--- src/rtl/kronos_types.sv ---
// rtl/kronos_types.sv - shared types for the kronos memory arbiter
package kronos_types;

   // Source that owns the SRAM access launched in the previous cycle
   typedef enum logic [1:0] {
      ARB_NONE  = 2'd0,
      ARB_INSTR = 2'd1,
      ARB_DATA  = 2'd2
   } arb_src_e;

endpackage

--- src/rtl/kronos_mem_arbiter.sv ---
// rtl/kronos_mem_arbiter.sv - fetch/load-store arbiter for one single-port SRAM
// Optional stall counters enabled by KRONOS_ARB_PERF_EN.
module kronos_mem_arbiter
   import kronos_types::*;
#(
   parameter int MAX_DATA_BURST = 4
) (
   input  logic        clk,
   input  logic        rstz,
   input  logic [31:0] instr_addr,
   input  logic        instr_req,
   output logic [31:0] instr_data,
   output logic        instr_ack,
   input  logic [31:0] data_addr,
   input  logic        data_req,
   input  logic        data_we,
   input  logic [31:0] data_wdata,
   input  logic [3:0]  data_wmask,
   output logic [31:0] data_rdata,
   output logic        data_ack,
   output logic        mem_en,
   output logic        mem_we,
   output logic [31:0] mem_addr,
   output logic [31:0] mem_wdata,
   output logic [3:0]  mem_wmask,
   input  logic [31:0] mem_rdata
`ifdef KRONOS_ARB_PERF_EN
   ,
   output logic [31:0] arb_instr_stall_cnt,
   output logic [31:0] arb_data_stall_cnt
`endif
);

   localparam int CW = (MAX_DATA_BURST > 0) ? $clog2(MAX_DATA_BURST + 1) : 1;

   arb_src_e      inflight;
   logic [CW-1:0] burst_cnt;
   logic          guard;
   logic          gnt_data;
   logic          gnt_instr;

   assign guard = (MAX_DATA_BURST != 0) && (burst_cnt == CW'(MAX_DATA_BURST));

   // Grants are forced low while reset is sampled so nothing launches into the SRAM
   always_comb begin
      gnt_data  = rstz & data_req & (inflight != ARB_DATA) & ~guard;
      gnt_instr = rstz & instr_req & ~gnt_data;
   end

   assign mem_en    = gnt_data | gnt_instr;
   assign mem_we    = gnt_data & data_we;
   assign mem_addr  = gnt_data ? data_addr : instr_addr;
   assign mem_wdata = data_wdata;
   assign mem_wmask = data_wmask;

   assign instr_ack  = (inflight == ARB_INSTR);
   assign data_ack   = (inflight == ARB_DATA);
   assign instr_data = mem_rdata;
   assign data_rdata = mem_rdata;

   always_ff @(posedge clk) begin
      if (!rstz) begin
         inflight  <= ARB_NONE;
         burst_cnt <= '0;
      end else begin
         inflight <= gnt_data ? ARB_DATA : (gnt_instr ? ARB_INSTR : ARB_NONE);
         if (gnt_instr || !instr_req)
            burst_cnt <= '0;
         else if (gnt_data && (burst_cnt != CW'(MAX_DATA_BURST)))
            burst_cnt <= burst_cnt + 1'b1;
      end
   end

`ifdef KRONOS_ARB_PERF_EN
   always_ff @(posedge clk) begin
      if (!rstz) begin
         arb_instr_stall_cnt <= '0;
         arb_data_stall_cnt  <= '0;
      end else begin
         if (instr_req && !gnt_instr)
            arb_instr_stall_cnt <= arb_instr_stall_cnt + 32'd1;
         // A held request in its own ack cycle is not a stall
         if (data_req && !gnt_data && (inflight != ARB_DATA))
            arb_data_stall_cnt <= arb_data_stall_cnt + 32'd1;
      end
   end
`endif

endmodule

--- config.mk ---
export PLATFORM = sky130hd
export DESIGN_NAME = kronos_mem_arbiter
export DESIGN_NICKNAME = d
export VERILOG_FILES = /design/src/rtl/kronos_types.sv /design/src/rtl/kronos_mem_arbiter.sv
export SDC_FILE = /design/constraint.sdc
export NUM_CORES = 1
export LEC_CHECK = 0
export ABC_AREA = 1
export BUFFER_PORTS_ARGS = -buffer_cell sky130_fd_sc_hd__buf_4
export CAP_MARGIN = 10
export CORE_AREA = 2 2 105 107
export CTS_CLUSTER_DIAMETER = 30
export DETAILED_ROUTE_END_ITERATION = 16
export DIE_AREA = 0 0 107 109
export GPL_TIMING_DRIVEN = 1
export PLACE_DENSITY = 0.5
export SETUP_SLACK_MARGIN = 0.4
export SYNTH_ARGS = -nofsm -noshare
export SYNTH_HDL_FRONTEND = slang
export SYNTH_SLANG_ARGS = --single-unit
--- constraint.sdc ---
create_clock -name clk -period 1.4 [get_ports clk]
set_input_delay 0 -clock clk [delete_from_list [all_inputs] [get_ports clk]]
set_output_delay 0 -clock clk [all_outputs]
set_load 0.02 [all_outputs]
==> summary.md, run 1 <==
| Metric | Value |
|---|---|
| Synthesized netlist cell count | `about 240` |
| Startpoint types | `flop` |
| Clock-pin slew on the worst setup and hold paths | `roughly 30 ps` |
| WL/cell | `about 15 um` |
| Pwr per Cell Area | `493.5 nW/um^2` |
| Share of cells above drive strength 1 | `0.8086` |
| Gate power share | `0.685` |
| Clock sink total | `5` |
| Worst hold path endpoint | `mem_wdata[28]` |
| Most frequent CP cell | `nand2_4` |
| HPWL after DPL | `approximately 4400 um` |
| Vias post-DR | `1432` |
| Post-synthesis cell type count | `17` |
| Layout Cells excl Fill | `about 400` |
| 1st-iter DRT viols | `72` |
| RSZ-0062 raised after global routing | `true` |
| Quantity of hold-fixing buffers added after cts | `0` |
| Fill count | `1112` |
| GRT overflow | `0` |
| Die ar. | `around 12000 sq um` |
| Max cap viols | `0` |
| H-tree depth | `1` |
| CP Class | `reg -> out` |
| Pre-CTS setup slack | `just under 90 ps` |
| Fin crit period | `1503 ps` |
| Clock Skews | `0.4923 ps` |
| Post-route ant nets | `0` |
| Sequential area share after synthesis | `0.06531` |
| VDD IR max | `between 0.00015 and 0.0002 V` |
| Worst hold margin | `roughly 0.0089 ps` |
| Lkg Pwr | `approximately 1.2 nW` |
| Reg-to-Reg End | `burst_cnt[0]$_SDFFE_PP0P_` |
| Worst R2R Path Depth | `10` |
| Final hold vios | `0` |
| Final WS setup | `-103.1 ps` |
| Final net count | `between 300 and 400` |
| Placeable Area | `10600 sq um` |
| Tot GR Track Use | `0.09224` |
| Antenna diodes | `0` |
| CP top delay family | `buffers and inverters` |
| IO Port Bufs | `104` |
| Initial antenna violation count | `0` |
| R2R setup slack | `around 50 ps` |
| Largest net degree at the start of global routing | `24` |
| Critical R2R Launch | `burst_cnt[1]$_SDFFE_PP0P_` |
| Vias per cell | `3.616` |
| Slew Limit Fails | `0` |
| Post-layout util | `0.2502` |
| Routed WL | `a little under 6000 um` |
| Yosys warns | `0` |
| Final period utilization | `1.074` |
| Required @ worst endpoint | `between 1000 and 1500 ps` |
| Vias in the first global route | `about 1400` |
| Tightest Pin Transition | `about 210 ps` |
| GPL Wtd Cong | `approximately 0.63` |
| Area grow syn2layout | `73.06%` |
| CP Data Arrival Time | `~1500 ps` |
| CP Cell Sequence | `inv_2 -> ha_4 -> nand2_4 -> inv_4 -> nor2_4 -> buf_12 -> clkbuf_16 -> nand3_2 -> nand2_4 -> buf_6` |
| First-pass GRT wire length | `approximately 8100 um` |
| Status | `complete, but fails checks` |
| Die Span X | `107 um` |
| Die Ht | `about 110 um` |
| Clock Latency Late Sink | `~220 ps` |
| Crit path max fanout | `7` |
| Worst path bufs/invs | `5` |
| Max stage delay on crit path | `around 320 ps` |
| Clock root cell | `clkbuf_8` |
| Int Pwr | `a little over 0.0008 W` |
| Hold Path Stages | `0` |
| Power share of the sequential group | `0.116` |
| Syn Nets | `approximately 380` |
| Worst path slowest cell | `dfxtp_2` |
| Net Sw Power | `a little under 0.0005 W` |
| Hold Path Class | `in -> out` |
| Final setup fails | `32` |
| Crit. End Element | `primary output` |
| Drt drc | `0` |
| Failing checks | `setup timing` |
| Min-delay src | `data_wdata[28]` |
| Mean Syn Cell Area | `~6.5 sq um` |
| Initial Utilization | `0.1446` |
| F_max | `665.3 MHz` |
| Synth Register Bits | `5` |
| DR pass1 iterations | `4` |
| Num CTS Buffers | `3` |
| Dpl cells | `roughly 380` |
| I/O pin total | `between 200 and 300` |
| Switching part of the total | `0.3724` |
| Clock Tree Buf Depth | `2` |
| TritonCTS clock tree | `built` |
| Row count | `38` |
| Clk network pwr share | `0.199` |
| Rel. slew slack | `0.8602` |
| Synth Cell Area | `1533 sq um` |
| Setup TNS | `-2419 ps` |
| Critical path depth | `10` |
==> power groups by stage <==
stage	combinational [W]	clock [W]	sequential, W
floorplan	0.000813	0	0.000152
global placement	0.000706	0	0.000152
detailed placement	0.000710	0	0.000153
CTS	0.000851	0.000268	0.000151
global route	0.000948	0.000281	0.000151
finish	0.000897	0.000261	0.000152
==> routing by layer <==
metal  global-route usage  part of all wire  vias to the layer above
met2               0.1752              0.54                      126
li1                     -                 -                      671
met5                    0                 0                        -
met1              0.07513              0.28                      608
met4              0.05473             0.037                        0
met3              0.04842              0.14                       27
==> layout make-up <==
type | count | area, sq um | area share
repair buffers | 124 | 1277 | 0.4816
multi-input cells | 113 | 1007 | 0.3797
well taps | 140 | 175.2 | 0.06604
flip-flops and latches | 5 | 105.1 | 0.03962
clock buffers | 4 | 45.04 | 0.01698
inverters | 10 | 42.54 | 0.01604
==> state kept, by name (all words and copies together), names as in the netlist <==
signal     cells
inflight       2
burst_cnt      3
==> cell usage in the layout (no fill, tap or decap), types with 2 or more instances in the layout <==
cell type   n
buf_12      4
buf_16      5
buf_4      73
buf_6      37
buf_8       3
clkbuf_16   2
clkbuf_8    3
dfxtp_2     4
inv_1       4
inv_2       4
inv_4       2
nand2_1    34
nand2_2    12
nand2_4    24
nand3_1     5
nand3_2    12
nand3_4    16
nor2_1      2
nor2_2      2
nor2_4      2
==> per-stage QoR <==
step                cell area [sq um]  total power [W]
global route                     2653         0.001381
CTS                              2494         0.001271
floorplan                        1944        0.0009648
finish                           2653         0.001309
detailed placement               2113        0.0008629
global placement                 2113        0.0008580
==> cells in the mapped netlist <==
cell type,instances,share of area
nor2_2,1,0.0041
ha_1,2,0.016
nor2_1,4,0.0098
nand2_1,67,0.16
inv_2,1,0.0024
buf_6,6,0.044
dfxtp_1,5,0.065
nand3_1,29,0.095
nand3b_4,1,0.013
nand3_2,4,0.026
xnor2_1,1,0.0057
nand2_2,2,0.0082
buf_8,1,0.0098
inv_1,9,0.022
buf_4,102,0.50
nand2_4,1,0.0073
nor2_4,1,0.0073
==> how the worst max path moves through the flow <==
stage / from / to / slack [ps]
floorplan: burst_cnt[0]$_SDFFE_PP0P_ / mem_addr[10] / 230
finish: burst_cnt[1]$_SDFFE_PP0P_ / mem_addr[2] / -100
global route: burst_cnt[1]$_SDFFE_PP0P_ / mem_addr[0] / -180
detailed placement: burst_cnt[0]$_SDFFE_PP0P_ / mem_addr[2] / 90
CTS: burst_cnt[1]$_SDFFE_PP0P_ / mem_addr[22] / -120
global placement: burst_cnt[0]$_SDFFE_PP0P_ / mem_addr[2] / 110
==> kinds of logic (layout without fill, tap and decap cells) <==
group	after synthesis	after routing	share of synthesized area
buf+inv	119	138	0.5779
fa+ha+maj	2	2	0.01632
xor+xnor	1	1	0.005715
simple gates	110	110	0.3347
flops	5	5	0.06531
==> timing repair <==
action                                  in CTS  in global routing
pin swaps                                    2                  5
endpoints found under the setup margin      40                 39
setup buffers                                6                  2
gates cloned                                 4                  2
gates resized for setup                     47                 24
No activity file was read; power rests on OpenSTA's default activity.
==> run 2, diff against run 1 <==
- RECOVER_POWER: not set -> 100
==> summary.md, run 2 (same netlist as run 1, synthesis figures left out) <==
| Metric | Value |
|---|---|
| Most frequent cells in the layout | `buf_4 (72), buf_6 (37), nand2_1 (34) (was buf_4 (73), buf_6 (37), nand2_1 (34))` |
| Failing checks | `setup timing (unchanged)` |
| Worst hold margin | `0.008854 ps (about the same)` |
| Share of cells above drive strength 1 | `0.8047 (was 0.8086)` |
| Placeable Area | `10600 sq um (unchanged)` |
| Vias in the first global route | `1431 (unchanged)` |
| Hold Path Class | `in -> out (unchanged)` |
| Startpoint types | `flop (unchanged)` |
| Post-route ant nets | `0 (unchanged)` |
| RSZ-0062 raised after global routing | `true (unchanged)` |
| CP Class | `reg -> out (unchanged)` |
| CP endpoint | `mem_addr[2] (unchanged)` |
| CP Data Arrival Time | `1500 ps (about the same)` |
| Die Ht | `109 um (unchanged)` |
| Commonest non-fill, non-tap cell in the layout | `buf_4 (unchanged)` |
| Area grow syn2layout | `72.82% (was 73.06%)` |
| Reg-to-Reg End | `burst_cnt[0]$_SDFFE_PP0P_ (unchanged)` |
| Power share of the sequential group | `0.116 (about the same)` |
| Largest reg by FF count | `burst_cnt (unchanged)` |
| Vias post-DR | `1432 (unchanged)` |
| WL/cell | `14.98 um (unchanged)` |
| VDD IR max | `0.0001804 V (unchanged)` |
| GPL Wtd Cong | `0.6349 (unchanged)` |
| Largest net degree at the start of global routing | `24 (unchanged)` |
| Status | `complete, but fails checks (unchanged)` |
| Worst R2R Path Depth | `10 (unchanged)` |
| Final net count | `396 (unchanged)` |
| Net Sw Power | `0.0004876 W (was 0.0004875 W)` |
| Clock Latency Late Sink | `220 ps (about the same)` |
| Final period utilization | `1.074 (about the same)` |
| Critical R2R Launch | `burst_cnt[1]$_SDFFE_PP0P_ (unchanged)` |
| Drt drc | `0 (unchanged)` |
| Setup TNS | `-2419 ps (about the same)` |
| Routed WL | `5933 um (unchanged)` |
| I/O pin total | `273 (unchanged)` |
| Initial antenna violation count | `0 (unchanged)` |
| Largest register FFs | `3 (unchanged)` |
| Tot GR Track Use | `0.09224 (unchanged)` |
| Initial Utilization | `0.1446 (unchanged)` |
| Min-delay src | `data_wdata[28] (unchanged)` |
| IO Port Bufs | `104 (unchanged)` |
| Switching part of the total | `0.3728 (was 0.3724)` |
| Final WS setup | `-103.1 ps (about the same)` |
| Fill count | `1114 (was 1112)` |
| First-pass GRT wire length | `8073 um (unchanged)` |
| Post-layout util | `0.2498 (was 0.2502)` |
| Clock-pin slew on the worst setup and hold paths | `30 ps (about the same)` |
| Tightest Pin Transition | `270.2 ps (was 208.3 ps)` |
| Fin crit period | `1503 ps (about the same)` |
| Clk network pwr share | `0.200 (was 0.199)` |
| Final setup fails | `32 (unchanged)` |
| HPWL after DPL | `4450 um (unchanged)` |
| H-tree depth | `1 (unchanged)` |
| Max cap viols | `0 (unchanged)` |
| GRT overflow | `0 (unchanged)` |
| Row count | `38 (unchanged)` |
| Crit. End Element | `primary output (unchanged)` |
| Die ar. | `11660 sq um (unchanged)` |
| F_max | `665.3 MHz (unchanged)` |
| Biggest regs | `burst_cnt (3), inflight (2) (unchanged)` |
| Clock sink total | `5 (unchanged)` |
| Clock Tree Buf Depth | `2 (unchanged)` |
| Clock root cell | `clkbuf_8 (unchanged)` |
| R2R setup slack | `50 ps (about the same)` |
| Overall Power | `0.001308 W (was 0.001309 W)` |
| Slew Limit Fails | `0 (unchanged)` |
| Num CTS Buffers | `3 (unchanged)` |
| Pre-CTS setup slack | `88.60 ps (unchanged)` |
| Crit path launch | `burst_cnt[1]$_SDFFE_PP0P_ (unchanged)` |
| Final hold vios | `0 (unchanged)` |
| TritonCTS clock tree | `built (unchanged)` |
| Crit path max fanout | `7 (unchanged)` |
| Lkg Pwr | `1.232 nW (was 1.236 nW)` |
| Gate power share | `0.685 (about the same)` |
| Pwr per Cell Area | `493.8 nW/um^2 (was 493.5 nW/um^2)` |
| Clock Skews | `0.4923 ps (unchanged)` |
| Rel. slew slack | `0.8207 (was 0.8602)` |
| Vias per cell | `3.616 (unchanged)` |
| Int Pwr | `0.0008203 W (was 0.0008216 W)` |
| DR pass1 iterations | `4 (unchanged)` |
| Required @ worst endpoint | `1400 ps (about the same)` |
| 1st-iter DRT viols | `71 (was 72)` |
| Die Span X | `107 um (unchanged)` |
| Antenna diodes | `0 (unchanged)` |
## run 2: timing repair
| action | CTS | global route |
|---|---|---|
| buffers inserted | 6 | 2 |
| endpoints found under the hold margin | 0 | 0 |
| resized for setup | 47 | 24 |
| hold buffers | 0 | 0 |
| pin swaps | 2 | 5 |
| endpoints found under the setup margin | 40 | 39 |
| cloned | 4 | 2 |
## run 2: worst min-delay path by stage
stage	endpoint	slack, ps	depth (start not counted)
after detailed placement	mem_wdata[10]	0.1	0
after global routing	data_rdata[10]	0.03	0
after floorplan	mem_addr[10]	100	2
after global placement	mem_wdata[10]	0.1	0
final	mem_wdata[28]	0.009	0
after CTS	mem_wdata[10]	0.1	0
## run 2: layout make-up
type                            instances  area (sq um)  area share
Clock buffer                            4         45.04     0.01701
Inverter                               10         42.54     0.01606
Multi-Input combinational cell        113          1007      0.3803
Sequential cell                         5         105.1     0.03968
Tap cell                              140         175.2     0.06613
Timing Repair Buffer                  124          1274      0.4809
## run 2: metal layers
metal / share of wire / track usage / routed length [um] / vias up
li1: - / - / - / 671
met3: 0.14 / 0.04842 / 841 / 27
met1: 0.28 / 0.07513 / 1673 / 610
met4: 0.037 / 0.05473 / 218 / 0
met2: 0.54 / 0.1752 / 3199 / 124
met5: 0 / 0 / 0 / -
## run 2: power by group through the flow
| stage | clock network, W | registers [W] | logic [W] |
|---|---|---|---|
| 2_1_floorplan | 0 | 0.000152 | 0.000813 |
| 3_3_place_gp | 0 | 0.000152 | 0.000706 |
| 6_report | 0.000261 | 0.000152 | 0.000895 |
| 4_1_cts | 0.000268 | 0.000151 | 0.000851 |
| 3_5_place_dp | 0 | 0.000153 | 0.000710 |
| 5_1_grt | 0.000281 | 0.000151 | 0.000947 |
## run 2: critical path, cell delays in order (launching register included)
cell and delay, ps:
dfxtp_2 320, inv_2 40, ha_4 150, nand2_4 70, inv_4 40, nor2_4 90
buf_12 160, clkbuf_16 160, nand3_2 80, nand2_4 60, buf_6 110
## run 2: through the flow
stage               std cells  cell area (sq um)
finish                    396               2649
global route              396               2649
CTS                       392               2494
detailed placement        378               2113
global placement          378               2113
floorplan                 237               1944
==> run 3, diff against run 2 <==
- REMOVE_ABC_BUFFERS: not set -> 1
- clock period: 1.4 -> 1.8 ns (I/O delays scaled with it)
==> summary.md, run 3 (same netlist as run 1, synthesis figures left out) <==
| Metric | Value |
|---|---|
| Area grow syn2layout | `37.88% (was 72.82%)` |
| First-pass GRT wire length | `16750 um (was 8073 um)` |
| Fin crit period | `roughly 1600 ps` |
| Final period utilization | `0.9144` |
| Crit. End Element | `primary output (unchanged)` |
| Rel. slew slack | `0.6644 (was 0.8207)` |
| Num CTS Buffers | `3 (unchanged)` |
| GPL Wtd Cong | `0.9270 (was 0.6349)` |
| RSZ-0062 raised after global routing | `true (unchanged)` |
| Routed WL | `13720 um (was 5933 um)` |
| I/O pin total | `273 (unchanged)` |
| Initial Utilization | `0.1446 (unchanged)` |
| Die Span X | `107 um (unchanged)` |
| Dpl cells | `375 (was 378)` |
| Post-route ant nets | `0 (unchanged)` |
| Startpoint types | `flop (unchanged)` |
| Most frequent cells in the layout | `buf_4 (80), nand2_1 (59), nand3_1 (23) (was buf_4 (72), buf_6 (37), nand2_1 (34))` |
| Vias post-DR | `1591 (was 1432)` |
| TritonCTS clock tree | `built (unchanged)` |
| HPWL after DPL | `11720 um (was 4450 um)` |
| GRT overflow | `0 (unchanged)` |
| Tot GR Track Use | `0.2259 (was 0.09224)` |
| Most frequent CP cell | `buf_12 (was nand2_4)` |
| Crit path max fanout | `5 (was 7)` |
| Final net count | `397 (was 396)` |
| Biggest regs | `burst_cnt (3), inflight (2) (unchanged)` |
| Clock Latency Late Sink | `220 ps (about the same)` |
| Pwr per Cell Area | `409.8 nW/um^2 (was 493.8 nW/um^2)` |
| WL/cell | `34.55 um (was 14.98 um)` |
| Lkg Pwr | `1.133 nW (was 1.232 nW)` |
| Quantity of hold-fixing buffers added after cts | `0 (unchanged)` |
| Commonest non-fill, non-tap cell in the layout | `buf_4 (unchanged)` |
| IO Port Bufs | `104 (unchanged)` |
| Overall Power | `0.0008660 W (was 0.001308 W)` |
| Largest net degree at the start of global routing | `35 (was 24)` |
| Drt drc | `0 (unchanged)` |
| Clock Tree Buf Depth | `2 (unchanged)` |
| Largest reg by FF count | `burst_cnt (unchanged)` |
| Clock-pin slew on the worst setup and hold paths | `30 ps (about the same)` |
| DR pass1 iterations | `4 (unchanged)` |
| Clock sink total | `5 (unchanged)` |
| F_max | `607.6 MHz` |
| Slew Limit Fails | `0 (unchanged)` |
| Die ar. | `11660 sq um (unchanged)` |
| Tightest Pin Transition | `503.4 ps (was 270.2 ps)` |
| Status | `complete, no violations (was complete, but fails checks)` |
| Largest register FFs | `3 (unchanged)` |
| Vias in the first global route | `1567 (was 1431)` |
| CP Class | `reg -> out (unchanged)` |
| Layout Cells excl Fill | `397 (was 396)` |
| Row count | `38 (unchanged)` |
| Placeable Area | `10600 sq um (unchanged)` |
| Hold Path Class | `in -> out (unchanged)` |
| Max stage delay on crit path | `310 ps (was 320 ps)` |
| CP Cell Sequence | `inv_1 -> ha_4 -> nand2_4 -> inv_2 -> nor2_4 -> buf_12 -> buf_12 -> buf_16 -> nand3_4 -> nand2_1 -> buf_6 (was inv_2 -> ha_4 -> nand2_4 -> inv_4 -> nor2_4 -> buf_12 -> clkbuf_16 -> nand3_2 -> nand2_4 -> buf_6)` |
| Die Ht | `109 um (unchanged)` |
| Worst hold margin | `0.1571 ps (was 0.008854 ps)` |
| Post-layout util | `0.1993 (was 0.2498)` |
| Max cap viols | `0 (unchanged)` |
| Setup TNS | `0 ps (was -2419 ps)` |
| Antenna diodes | `0 (unchanged)` |
| Share of cells above drive strength 1 | `0.5992 (was 0.8047)` |
| VDD IR max | `0.0002510 V (was 0.0001804 V)` |
| Required @ worst endpoint | `1800 ps (was 1400 ps)` |
| H-tree depth | `1 (unchanged)` |
| CP Data Arrival Time | `1650 ps (was 1500 ps)` |
| Clock root cell | `clkbuf_8 (unchanged)` |
| Final hold vios | `0 (unchanged)` |
| Initial antenna violation count | `0 (unchanged)` |
| Clock Skews | `1.545 ps (was 0.4923 ps)` |
| Vias per cell | `4.008 (was 3.616)` |
| Worst path slowest cell | `dfxtp_2 (unchanged)` |
| 1st-iter DRT viols | `69 (was 71)` |
| Final setup fails | `0 (was 32)` |
[run 3: critical path: cells and delay by family (launching register included)]
family	cells	cell delay [ps]
flops	1	310
simple gates	4	360
fa+ha+maj	1	160
buf+inv	6	570
[run 3: area by class of cell]
cell class | count | area, sq um
clock buffers | 4 | 45.04
flip-flops and latches | 5 | 102.6
fillers | 1189 | 8489
repair buffers | 124 | 1096
well taps | 140 | 175.2
inverters | 10 | 37.54
multi-input cells | 114 | 656.9
[run 3: per-layer routing]
layer | GRT usage | vias up | wire (um)
met4 | 0.02783 | 2 | 70
met3 | 0.2708 | 8 | 3668
met2 | 0.3931 | 252 | 6705
li1 | - | 669 | -
met5 | 0.04464 | - | 59
met1 | 0.1586 | 660 | 3213
[run 3: path summary, 6_finish.rpt]
kind / startpoint / end / slack, ps / cells after the start
setup / recovery: burst_cnt[1]$_SDFFE_PP0P_ / mem_addr[0] / 150 / 11
hold / removal: data_wdata[17] / mem_wdata[17] / 0.2 / 0
setup reg to reg: burst_cnt[1]$_SDFFE_PP0P_ / burst_cnt[0]$_SDFFE_PP0P_ / 400 / 9
hold reg to reg: burst_cnt[0]$_SDFFE_PP0P_ / burst_cnt[0]$_SDFFE_PP0P_ / 510 / 2
[run 3: where the power goes]
| part | leakage (nW) | internal, W | total (W) | switching (W) |
|---|---|---|---|---|
| combinational | 1.07 | 0.000279 | 0.000543 | 0.000264 |
| clock | 0.0228 | 0.000152 | 0.000206 | 0.0000545 |
| sequential | 0.0418 | 0.000115 | 0.000117 | 0.00000203 |
[run 3: timing repair]
| action | 4_1_cts | 5_1_grt |
|---|---|---|
| pin swaps | 24 | 9 |
| gates cloned | 3 | 1 |
| gates resized for setup | 41 | 24 |
| endpoints found under the setup margin | 38 | 37 |
| buffers inserted | 13 | 1 |
[run 3: through the flow]
stage / setup slack [ps] / area, sq um
final: 154.2 / 2113
after detailed placement: 266.2 / 1663
after global routing: 64.71 / 2113
after floorplan: 325.6 / 684.4
after CTS: 182.9 / 2085
after global placement: 263.0 / 1663
